$ cat src/rtl/rr_mux_arbiter_if.sv
// rr_mux_arbiter_if
// Bundles the channel request side and the registered output side of
// rr_mux_arbiter.
//   mode      0 = round-robin grant, 1 = fixed select
//   sel       channel index used in fixed mode
//   in_data   NCH packed words, channel i at [i*SIZE +: SIZE]
//   in_valid  per-channel request
//   in_ready  per-channel accept (driven by the arbiter)
//   out_data  registered output word
//   out_sel   channel that supplied out_data
//   out_valid out_data holds an undelivered word
//   out_ready downstream accept
// slave modport: arbiter view. master modport: the side driving requests
// and consuming the output.
interface rr_mux_arbiter_if #(
  parameter int SIZE = 32,
  parameter int NCH  = 4,
  parameter int SELW = 2
);
  logic                mode;
  logic [SELW-1:0]     sel;
  logic [NCH*SIZE-1:0] in_data;
  logic [NCH-1:0]      in_valid;
  logic [NCH-1:0]      in_ready;
  logic [SIZE-1:0]     out_data;
  logic [SELW-1:0]     out_sel;
  logic                out_valid;
  logic                out_ready;

  modport slave (
    input  mode, sel, in_data, in_valid, out_ready,
    output in_ready, out_data, out_sel, out_valid
  );

  modport master (
    output mode, sel, in_data, in_valid, out_ready,
    input  in_ready, out_data, out_sel, out_valid
  );
endinterface

$ cat src/rtl/rr_mux_arbiter.sv
// rr_mux_arbiter
// N-channel registered multiplexer with valid/ready handshakes. One
// requesting channel is granted per transfer, round-robin or by a fixed
// select, and its word is held in a one-entry output register.
// Ports:
//   clk    rising-edge clock
//   rst_n  asynchronous active-low reset
//   bus    rr_mux_arbiter_if.slave (requests in, registered word out)
module rr_mux_arbiter #(
  parameter int SIZE = 32,
  parameter int NCH  = 4,
  parameter int SELW = 2
) (
  input  logic               clk,
  input  logic               rst_n,
  rr_mux_arbiter_if.slave    bus
);

  logic [SIZE-1:0] out_data_q, out_data_d;
  logic [SELW-1:0] out_sel_q,  out_sel_d;
  logic            out_valid_q, out_valid_d;
  logic [SELW-1:0] ptr_q,      ptr_d;

  logic [NCH-1:0]  grant_vec;
  logic [SELW-1:0] grant_idx;
  logic            grant_any;
  logic [SELW:0]   cand;
  logic            load_en;
  logic            take;

  // Grant search. Round-robin walks ptr, ptr+1, ... modulo NCH and keeps
  // the first valid channel; cand carries one extra bit so the wrap
  // compare against NCH cannot overflow.
  always_comb begin
    grant_vec = '0;
    grant_idx = '0;
    grant_any = 1'b0;
    cand      = '0;
    if (!bus.mode) begin
      for (int k = 0; k < NCH; k++) begin
        cand = {1'b0, ptr_q} + (SELW+1)'(k);
        if (cand >= (SELW+1)'(NCH)) cand = cand - (SELW+1)'(NCH);
        if (!grant_any && bus.in_valid[cand[SELW-1:0]]) begin
          grant_any = 1'b1;
          grant_idx = cand[SELW-1:0];
        end
      end
    end else if (({1'b0, bus.sel} < (SELW+1)'(NCH)) && bus.in_valid[bus.sel]) begin
      grant_any = 1'b1;
      grant_idx = bus.sel;
    end
    if (grant_any) grant_vec[grant_idx] = 1'b1;
  end

  assign load_en = ~out_valid_q | bus.out_ready;
  assign take    = grant_any & load_en;

  // rst_n gates in_ready directly so no channel sees an accept while the
  // output register is being cleared.
  assign bus.in_ready = (rst_n && load_en) ? grant_vec : '0;

  always_comb begin
    out_data_d  = out_data_q;
    out_sel_d   = out_sel_q;
    out_valid_d = out_valid_q;
    ptr_d       = ptr_q;
    if (take) begin
      out_data_d  = bus.in_data[grant_idx*SIZE +: SIZE];
      out_sel_d   = grant_idx;
      out_valid_d = 1'b1;
      if (!bus.mode) begin
        if (grant_idx == SELW'(NCH-1)) ptr_d = '0;
        else                           ptr_d = grant_idx + 1'b1;
      end
    end else if (out_valid_q && bus.out_ready) begin
      // Drained with nothing to replace it; data/sel keep their last value.
      out_valid_d = 1'b0;
    end
  end

  always_ff @(posedge clk or negedge rst_n) begin
    if (!rst_n) begin
      out_data_q  <= '0;
      out_sel_q   <= '0;
      out_valid_q <= 1'b0;
      ptr_q       <= '0;
    end else begin
      out_data_q  <= out_data_d;
      out_sel_q   <= out_sel_d;
      out_valid_q <= out_valid_d;
      ptr_q       <= ptr_d;
    end
  end

  assign bus.out_data  = out_data_q;
  assign bus.out_sel   = out_sel_q;
  assign bus.out_valid = out_valid_q;

endmodule

$ cat src/flat_wrapper.sv
// flat-port wrapper written by rule: the top's interface ports become plain ports
module rr_mux_arbiter_flat 
#(
  parameter int SIZE = 32,
  parameter int NCH  = 4,
  parameter int SELW = 2
)
  (clk, rst_n, bus_mode, bus_sel, bus_in_data, bus_in_valid, bus_out_ready, bus_in_ready, bus_out_data, bus_out_sel, bus_out_valid);
  rr_mux_arbiter_if #(.SIZE(SIZE), .NCH(NCH), .SELW(SELW)) bus_i ();
  input  logic clk;
  input  logic rst_n;
  input wire logic [$bits(bus_i.mode)-1:0] bus_mode;
  input wire logic [$bits(bus_i.sel)-1:0] bus_sel;
  input wire logic [$bits(bus_i.in_data)-1:0] bus_in_data;
  input wire logic [$bits(bus_i.in_valid)-1:0] bus_in_valid;
  input wire logic [$bits(bus_i.out_ready)-1:0] bus_out_ready;
  output wire logic [$bits(bus_i.in_ready)-1:0] bus_in_ready;
  output wire logic [$bits(bus_i.out_data)-1:0] bus_out_data;
  output wire logic [$bits(bus_i.out_sel)-1:0] bus_out_sel;
  output wire logic [$bits(bus_i.out_valid)-1:0] bus_out_valid;
  assign bus_i.mode = bus_mode;
  assign bus_i.sel = bus_sel;
  assign bus_i.in_data = bus_in_data;
  assign bus_i.in_valid = bus_in_valid;
  assign bus_i.out_ready = bus_out_ready;
  assign bus_in_ready = bus_i.in_ready;
  assign bus_out_data = bus_i.out_data;
  assign bus_out_sel = bus_i.out_sel;
  assign bus_out_valid = bus_i.out_valid;
  rr_mux_arbiter #(.SIZE(SIZE), .NCH(NCH), .SELW(SELW)) u_core (.clk(clk), .rst_n(rst_n), .bus(bus_i));
endmodule
$ cat config.mk
export PLATFORM = sky130hd
export DESIGN_NAME = rr_mux_arbiter_flat
export DESIGN_NICKNAME = d
export VERILOG_FILES = /design/src/rtl/rr_mux_arbiter_if.sv /design/src/rtl/rr_mux_arbiter.sv /design/src/flat_wrapper.sv
export SDC_FILE = /design/constraint.sdc
export NUM_CORES = 1
export LEC_CHECK = 0
export BUFFER_PORTS_ARGS = -buffer_cell sky130_fd_sc_hd__buf_4
export CORE_MARGIN = 5
export CORE_UTILIZATION = 29
export CTS_BUF_LIST = sky130_fd_sc_hd__clkbuf_8
export DETAILED_ROUTE_END_ITERATION = 10
export PLACE_DENSITY = 0.6
export SLEW_MARGIN = 10
export SYNTH_ARGS = -nofsm -noshare
export SYNTH_HDL_FRONTEND = slang
export SYNTH_SLANG_ARGS = --single-unit
$ cat constraint.sdc
create_clock -name clk -period 2.6 [get_ports clk]
set_clock_uncertainty 0.2 [all_clocks]
set_input_delay 0.13 -clock clk [delete_from_list [all_inputs] [get_ports clk]]
set_output_delay 0.13 -clock clk [all_outputs]
set_load 0.01 [all_outputs]
==> results of run 1 <==
-- synth_stat cells (all sizes together) --
cell | n | area share (%)
or4 | 1 | 0.27
nor2 | 6 | 1.2
nor3b | 1 | 0.27
o221ai | 34 | 17
or3 | 1 | 0.22
o21bai | 1 | 0.27
a21o | 1 | 0.31
buf | 17 | 8.2
mux4 | 1 | 0.80
a32o | 1 | 0.40
clkbuf | 1 | 0.27
dfrtp | 37 | 33
inv | 2 | 0.27
nor3 | 2 | 0.75
and3 | 4 | 0.89
o211ai | 1 | 0.27
and2 | 1 | 0.22
nand2b | 1 | 0.22
nor4b | 1 | 0.31
o21ai | 1 | 0.18
ha | 2 | 0.89
a21oi | 2 | 0.35
clkinv | 1 | 0.31
o21a | 1 | 0.27
mux2i | 65 | 23
mux2 | 2 | 0.80
and4b | 1 | 0.35
and2b | 1 | 0.27
nand2 | 39 | 8.2
-- cell families after synthesis --
group	synth area share, %
compound gates	19.4
fa+ha+maj	0.886
buf+inv	9.08
flops	32.8
mux	24.6
simple gates	13.2
-- metrics by stage --
stage | utilization (%) | instances | instance area, sq um | setup WS [ps] | hold WS (ps)
2_1_floorplan | - | 229 | 2830 | 477 | -366
3_3_place_gp | 43.1 | 527 | 4150 | 434 | -53.4
3_5_place_dp | 43.1 | 527 | 4150 | 344 | -49.5
==> metrics.txt, run 1 <==
Ports 177; H-tree depth 2; Post-DP HPWL 6600 um; stage reached 4_1_cts; post-CTS sizing 0; Unique masters post-synth 38; hold buffer count at cts 108; Avg Inst Size Synth 12.3 sq um; root buf cell clkbuf_8; sequential fraction of the synthesis area 32.8%; Starting Density 29.3%; mapped cell area 2830 sq um; TritonCTS buffer count 5; Num Clock Sinks 37; die height 109 um; Ys Warns 0; die width 109 um; # rows 36; post-CTS setup buffers 0; Syn Inst Count 229; Halt Reason [ERROR RSZ-0060] Max buffer count reached.; outcome stopped before the end; CTS max path bufs 2; count of input and output buffers 176; flops & latches, synth 37; RePlAce Congestion 0.808; Synthesized Nets 369
==> run 2, diff against run 1 <==
--- a/config.mk
+++ b/config.mk
@@ -7,10 +7,9 @@
 export LEC_CHECK = 0
 export BUFFER_PORTS_ARGS = -buffer_cell sky130_fd_sc_hd__buf_4
 export CORE_MARGIN = 5
-export CORE_UTILIZATION = 29
-export CTS_BUF_LIST = sky130_fd_sc_hd__clkbuf_8
+export CORE_UTILIZATION = 20
 export DETAILED_ROUTE_END_ITERATION = 10
-export PLACE_DENSITY = 0.6
+export PLACE_DENSITY_LB_ADDON = 0.15
 export SLEW_MARGIN = 10
 export SYNTH_ARGS = -nofsm -noshare
 export SYNTH_HDL_FRONTEND = slang
==> run 2 against run 1 <==
Effect of this change:
- the run now ends clean
- synthesized cell count unchanged
- synthesized area is the same
==> metrics.txt, run 2 <==
die height 129 um (was 109 um); Skew-Pair Late Insertion Delay 270 ps; Core Area 13900 sq um; Crit. End Element output pin; root buf cell clkbuf_16 (was clkbuf_8); WL/cell 14.9 um; peak supply drop 327 uV; top post-synthesis cells by count 65 x mux2i_1, 37 x dfrtp_1, 31 x nand2_2, 31 x o221ai_2 (unchanged); count of input and output buffers 176 (unchanged); Starting Density 20.4% (was 29.3%); max-slew violations 0; Syn Inst Count 229 (unchanged); Fin Setup TNS 0 ps; CP startpoint bus_mode; die area 16600 sq um; final hold violations 0; Unique masters post-synth 38 (unchanged); FFs w/ async S/R, synth 100% (unchanged); crit-path max FO 32; Num Clock Sinks 37 (unchanged); via count 2905; TritonCTS buffer count 5 (unchanged); number of nets in the layout 652; max reg flops 32; min Tclk post-route 2440 ps; Worst Path Required 2270 ps; WS Path Type input port to output pin; flops & latches, synth 37 (unchanged); Avg Inst Size Synth 12.3 sq um (unchanged); most frequent cells in the layout 181 x buf_4, 110 x dlygate4sd3_1, 65 x mux2i_1; GR Layer Usage met3 3.36%; outcome complete, no violations (was stopped before the end); H-tree depth 2 (unchanged); leading area contributor after synthesis dfrtp_1 (unchanged); mapped cell area 2830 sq um (unchanged); Post-synth EDFFs 0 (unchanged); die width 129 um (was 109 um); top-count cell post-synth mux2i_1 (unchanged); vias in the first global route 3301; global route total overflow 0; CTS max path bufs 2 (unchanged); HP Class input port to flop; GRT Util Overall 12.2%; most common cell after layout, fill and taps aside buf_4; FMAX 411 MHz; share of the synthesized area in the top cell type 32.8% (unchanged); Clock transition at path regs 50 ps; final WL 10300 um; Leak 2.48 nW; residual DRC count 0; total of max-cap violations 0; initial antenna violation count 0; top_reg_cell synth dfrtp_1 (unchanged); Post-DP HPWL 7090 um (was 6600 um); DRT antenna net count 0; RePlAce Congestion 0.724 (was 0.808); via-per-instance ratio 4.20; Worst Max-Slew Pin Slew 505 ps; # rows 43 (was 36); Ports 177 (unchanged); Pwr Density 575 nW/um^2; GR Layer Usage met1 13.3%; Synthesized Nets 369 (unchanged); share of cells above drive strength 1 51.6%; worst hold start bus_in_data[61]; Post-Layout Cell Count 692; placed insts 575 (was 527); RSZ-0062 raised after global routing false; max_slew headroom 66.3%; Antenna diodes 0; sequential fraction of the synthesis area 32.8% (unchanged); pin count of the biggest net entering global routing 38; GRT Max-Usage Layer met2; crit path DAT 2110 ps; synthesis-to-finish area growth 94.2%; R2R Path Start u_core.ptr_q[1]; Final setup viols 0; Ys Warns 0 (unchanged); grt met2 use 23.2%; 1st-iter DRT viols 65; final period utilization 93.7%; CTS tree built; drt pass-1 iters 4; CP Launch Type input port; post-CTS sizing 0 (unchanged); synth top area cells dfrtp_1 33%, mux2i_1 23%, o221ai_2 16% (unchanged); first-pass GRT wire length 16300 um
run 2: logic make-up (layout without fill, tap and decap cells):
| family | Yosys count | in the layout | share of synthesized area (%) |
|---|---|---|---|
| AND/OR/NAND/NOR | 59 | 59 | 13.2 |
| buffers and inverters | 21 | 304 | 9.08 |
| adder cells (fa/ha/maj) | 2 | 2 | 0.886 |
| flip-flops | 37 | 37 | 32.8 |
| multiplexers | 68 | 68 | 24.6 |
| AO/OA/AOI/OAI | 42 | 42 | 19.4 |
run 2: worst paths after layout:
path / endpoint / slack (ps) / cells after the start
worst max-delay path: bus_in_ready[3] / 160 / 9
worst min-delay path: u_core.bus.out_data[29] / 1 / 3
worst max register to register: u_core.ptr_q[1] / 410 / 6
worst min register to register: u_core.bus.out_data[27] / 290 / 2
max in group asynchronous: u_core.bus.out_data[29] / 1520 / 3
min in group asynchronous: u_core.bus.out_data[1] / 340 / 3
run 2: metal layers:
layer	up-vias	routed length, um
met5	-	0
met4	0	115
met3	10	781
met2	116	5530
met1	1337	3870
li1	1442	-
run 2: timing repair:
| action | CTS | global route |
|---|---|---|
| endpoints found under the setup margin | 0 | 0 |
| hold buffers | 110 | 0 |
| hold endpoints to repair | 67 | 0 |
| setup buffers | 0 | 0 |
run 2: where the power goes:
| group | internal, W | switching, W |
|---|---|---|
| registers | 0.000770 | 0.000155 |
| clock network | 0.000376 | 0.000221 |
| logic | 0.000895 | 0.000733 |
| total | 0.00204 | 0.00111 |
run 2: final cells by class:
cell class / instances / area (sq um)
well taps: 180 / 225
fillers: 1324 / 8400
repair buffers: 294 / 2520
flip-flops and latches: 37 / 926
clock buffers: 7 / 143
multi-input cells: 171 / 1660
inverters: 3 / 16.3
run 2: through the flow:
stage	setup slack, ps	hold slack (ps)	cell area (sq um)	utilization (%)	power [W]
CTS	136	0.506	5490	39.5	0.00322
floorplan	477	-366	2830	-	0.00189
finish	164	1.02	5490	39.5	0.00315
detailed placement	406	114	4240	30.6	0.00246
global placement	429	118	4240	30.6	0.00244
global route	11.1	12.5	5490	39.5	0.00338
run 2: worst max-delay path, stage by stage:
cell	delay, ps
dlygate4sd3_1	540
buf_4	160
inv_1	90
o221ai_1	160
o221ai_4	290
buf_12	260
ha_1	180
and3_1	160
buf_4	120
Power figures use the tool's default switching activity.
==> run 3, diff against run 2 <==
--- a/config.mk
+++ b/config.mk
@@ -6,7 +6,6 @@
 export NUM_CORES = 1
 export LEC_CHECK = 0
 export BUFFER_PORTS_ARGS = -buffer_cell sky130_fd_sc_hd__buf_4
-export CORE_MARGIN = 5
 export CORE_UTILIZATION = 20
 export DETAILED_ROUTE_END_ITERATION = 10
 export PLACE_DENSITY_LB_ADDON = 0.15
==> run 3 against run 2 <==
Effect of this change:
- the run now ends with hold timing left
- combinational power about the same
- clock power increased by 11%
- routed wire length shrank 2.1%
- final cell count rose by 0.43%
==> metrics.txt, run 3 (synthesis results as in run 2) <==
Core Area 13800 sq um (was 13900 sq um); via-per-instance ratio 4.24 (was 4.20); RSZ-0062 raised after global routing false (unchanged); root buf cell clkbuf_16 (unchanged); total of max-cap violations 0 (unchanged); outcome finished, violations left (was complete, no violations); Worst Max-Slew Pin Slew 505 ps (about the same); most frequent cells in the layout 181 x buf_4, 112 x dlygate4sd3_1, 65 x mux2i_1 (was 181 x buf_4, 110 x dlygate4sd3_1, 65 x mux2i_1); global route total overflow 0 (unchanged); TritonCTS buffer count 5 (unchanged); min Tclk post-route 2480 ps (was 2440 ps); Ports 177 (unchanged); Num Clock Sinks 37 (unchanged); reg2reg setup slack 360 ps (was 410 ps); Pwr Density 582 nW/um^2 (was 575 nW/um^2); final hold violations 3 (was 0); Slowest-stage cell, CP dlygate4sd3_1 (unchanged); residual DRC count 0 (unchanged); via count 2944 (was 2905); crit path cell chain dlygate4sd3_1 -> buf_4 -> inv_1 -> o221ai_1 -> o221ai_4 -> buf_12 -> ha_1 -> and3_1 -> buf_4 (unchanged); Post-DP Area 4240 sq um (unchanged); peak supply drop 283 uV (was 327 uV); Antenna diodes 0 (unchanged); hold_ws -8.68 ps (was 1.02 ps); post-CTS setup buffers 0 (unchanged); hold buffer count at cts 112 (was 110); FMAX 403 MHz (was 411 MHz); DRT antenna net count 0 (unchanged); cell area after layout 5520 sq um (was 5490 sq um); total internal power 0.00207 W (was 0.00204 W); Net Sw Power 0.00114 W (was 0.00111 W); Crit. End Element output pin (unchanged); GRT Util Overall 13.9% (was 12.2%); # rows 43 (unchanged); Layout Utilization 39.9% (was 39.5%); Power Total 0.00321 W (was 0.00315 W); Top cell by count, worst path buf_4 (unchanged); post-CTS sizing 0 (unchanged); hold path depth 3 (unchanged); synthesis-to-finish area growth 95.4% (was 94.2%); Clock transition at path regs 60 ps (was 50 ps); CP top delay family buffers and inverters (unchanged); CP Launch Type input port (unchanged); Leak 2.50 nW (was 2.48 nW); number of nets in the layout 654 (was 652); share of cells above drive strength 1 51.7% (was 51.6%); count of input and output buffers 176 (unchanged); Skew-Pair Late Insertion Delay 280 ps (was 270 ps); CTS max path bufs 2 (unchanged); HP Class input port to flop (unchanged); final WL 10100 um (was 10300 um); Post-DP HPWL 6330 um (was 7090 um); Clock power frac 20.6% (was 19.0%); 1st-iter DRT viols 61 (was 65); Fin Setup TNS 0 ps (unchanged); worst r2r path cells 6 (unchanged); most common cell after layout, fill and taps aside buf_4 (unchanged); final period utilization 95.5% (was 93.7%); drt pass-1 iters 4 (unchanged); die width 121 um (was 129 um); crit path DAT 2150 ps (was 2110 ps); R2R Path Start u_core.ptr_q[1] (unchanged); CP bufs+invs 5 (unchanged); Logic pwr share 50.6% (was 51.7%); Worst Path Required 2270 ps (about the same); crit-path max FO 36 (was 32); Sw Ratio 35.4% (was 35.2%); max_slew headroom 66.3% (about the same); initial antenna violation count 0 (unchanged); max reg flops 32 (unchanged); CTS tree built (unchanged); Reg-to-Reg End u_core.ptr_q[1] (unchanged); CP peak stage delay 540 ps (about the same); WS Path Type input port to output pin (unchanged); WL/cell 14.5 um (was 14.9 um); worst hold start bus_in_data[62] (was bus_in_data[61]); Final setup viols 0 (unchanged); Sequential Power Share 28.8% (was 29.4%); die area 14600 sq um (was 16600 sq um); violated checks hold timing; max-slew violations 0 (unchanged); Starting Density 20.4% (about the same); RePlAce Congestion 0.722 (was 0.724); Worst Hold End u_core.bus.out_data[30] (was u_core.bus.out_data[29]); first-pass GRT wire length 16000 um (was 16300 um); H-tree depth 2 (unchanged); vias in the first global route 3200 (was 3301); pin count of the biggest net entering global routing 37 (was 38); die height 121 um (was 129 um)
==> run 3: routing by layer <==
metal	up-vias	wire, um	GRT usage, %
met4	0	65	2.31
met3	5	627	3.01
met5	-	0	0
li1	1449	-	-
met2	111	5340	25.9
met1	1379	4040	16.3
==> run 3: worst max-delay path by stage <==
| stage | start | endpoint | slack, ps | depth (start not counted) |
|---|---|---|---|---|
| 6_report | bus_mode | bus_in_ready[3] | 120 | 9 |
| 5_1_grt | u_core.ptr_q[1] | bus_in_ready[3] | 10 | 7 |
| 4_1_cts | bus_mode | bus_in_ready[3] | 100 | 9 |
| 3_5_place_dp | u_core.ptr_q[1] | u_core.ptr_q[1] | 350 | 6 |
| 3_3_place_gp | u_core.ptr_q[1] | u_core.ptr_q[1] | 400 | 6 |
| 2_1_floorplan | u_core.ptr_q[1] | u_core.ptr_q[1] | 480 | 8 |
==> run 3: worst reg2reg max path, cell delays in order (launching register included) <==
cell and delay [ps]:
dfrtp_1 490, o21a_1 150, o221ai_1 160, o221ai_4 300, buf_12 290, ha_1 290
mux2_2 260
==> run 3: area by class of cell <==
cell class	instances	area (sq um)
flip-flops and latches	37	926
clock inverters	1	5.00
multi-input cells	171	1660
repair buffers	296	2540
clock buffers	7	153
inverters	3	16.3
well taps	180	225
fillers	1281	8310
==> run 3: through the flow <==
step | cells | setup WS [ps]
6_report | 695 | 117
5_1_grt | 695 | 10.5
4_1_cts | 695 | 104
3_5_place_dp | 575 | 355
3_3_place_gp | 575 | 398
2_1_floorplan | 229 | 477
==> run 3: power by group through the flow <==
stage / Clock (W) / Combinational [W] / Sequential, W
6_report: 0.000661 / 0.00163 / 0.000924
5_1_grt: 0.000710 / 0.00176 / 0.000957
4_1_cts: 0.000691 / 0.00164 / 0.000926
3_5_place_dp: 0 / 0.00151 / 0.000930
3_3_place_gp: 0 / 0.00151 / 0.000923
2_1_floorplan: 0 / 0.000895 / 0.000991
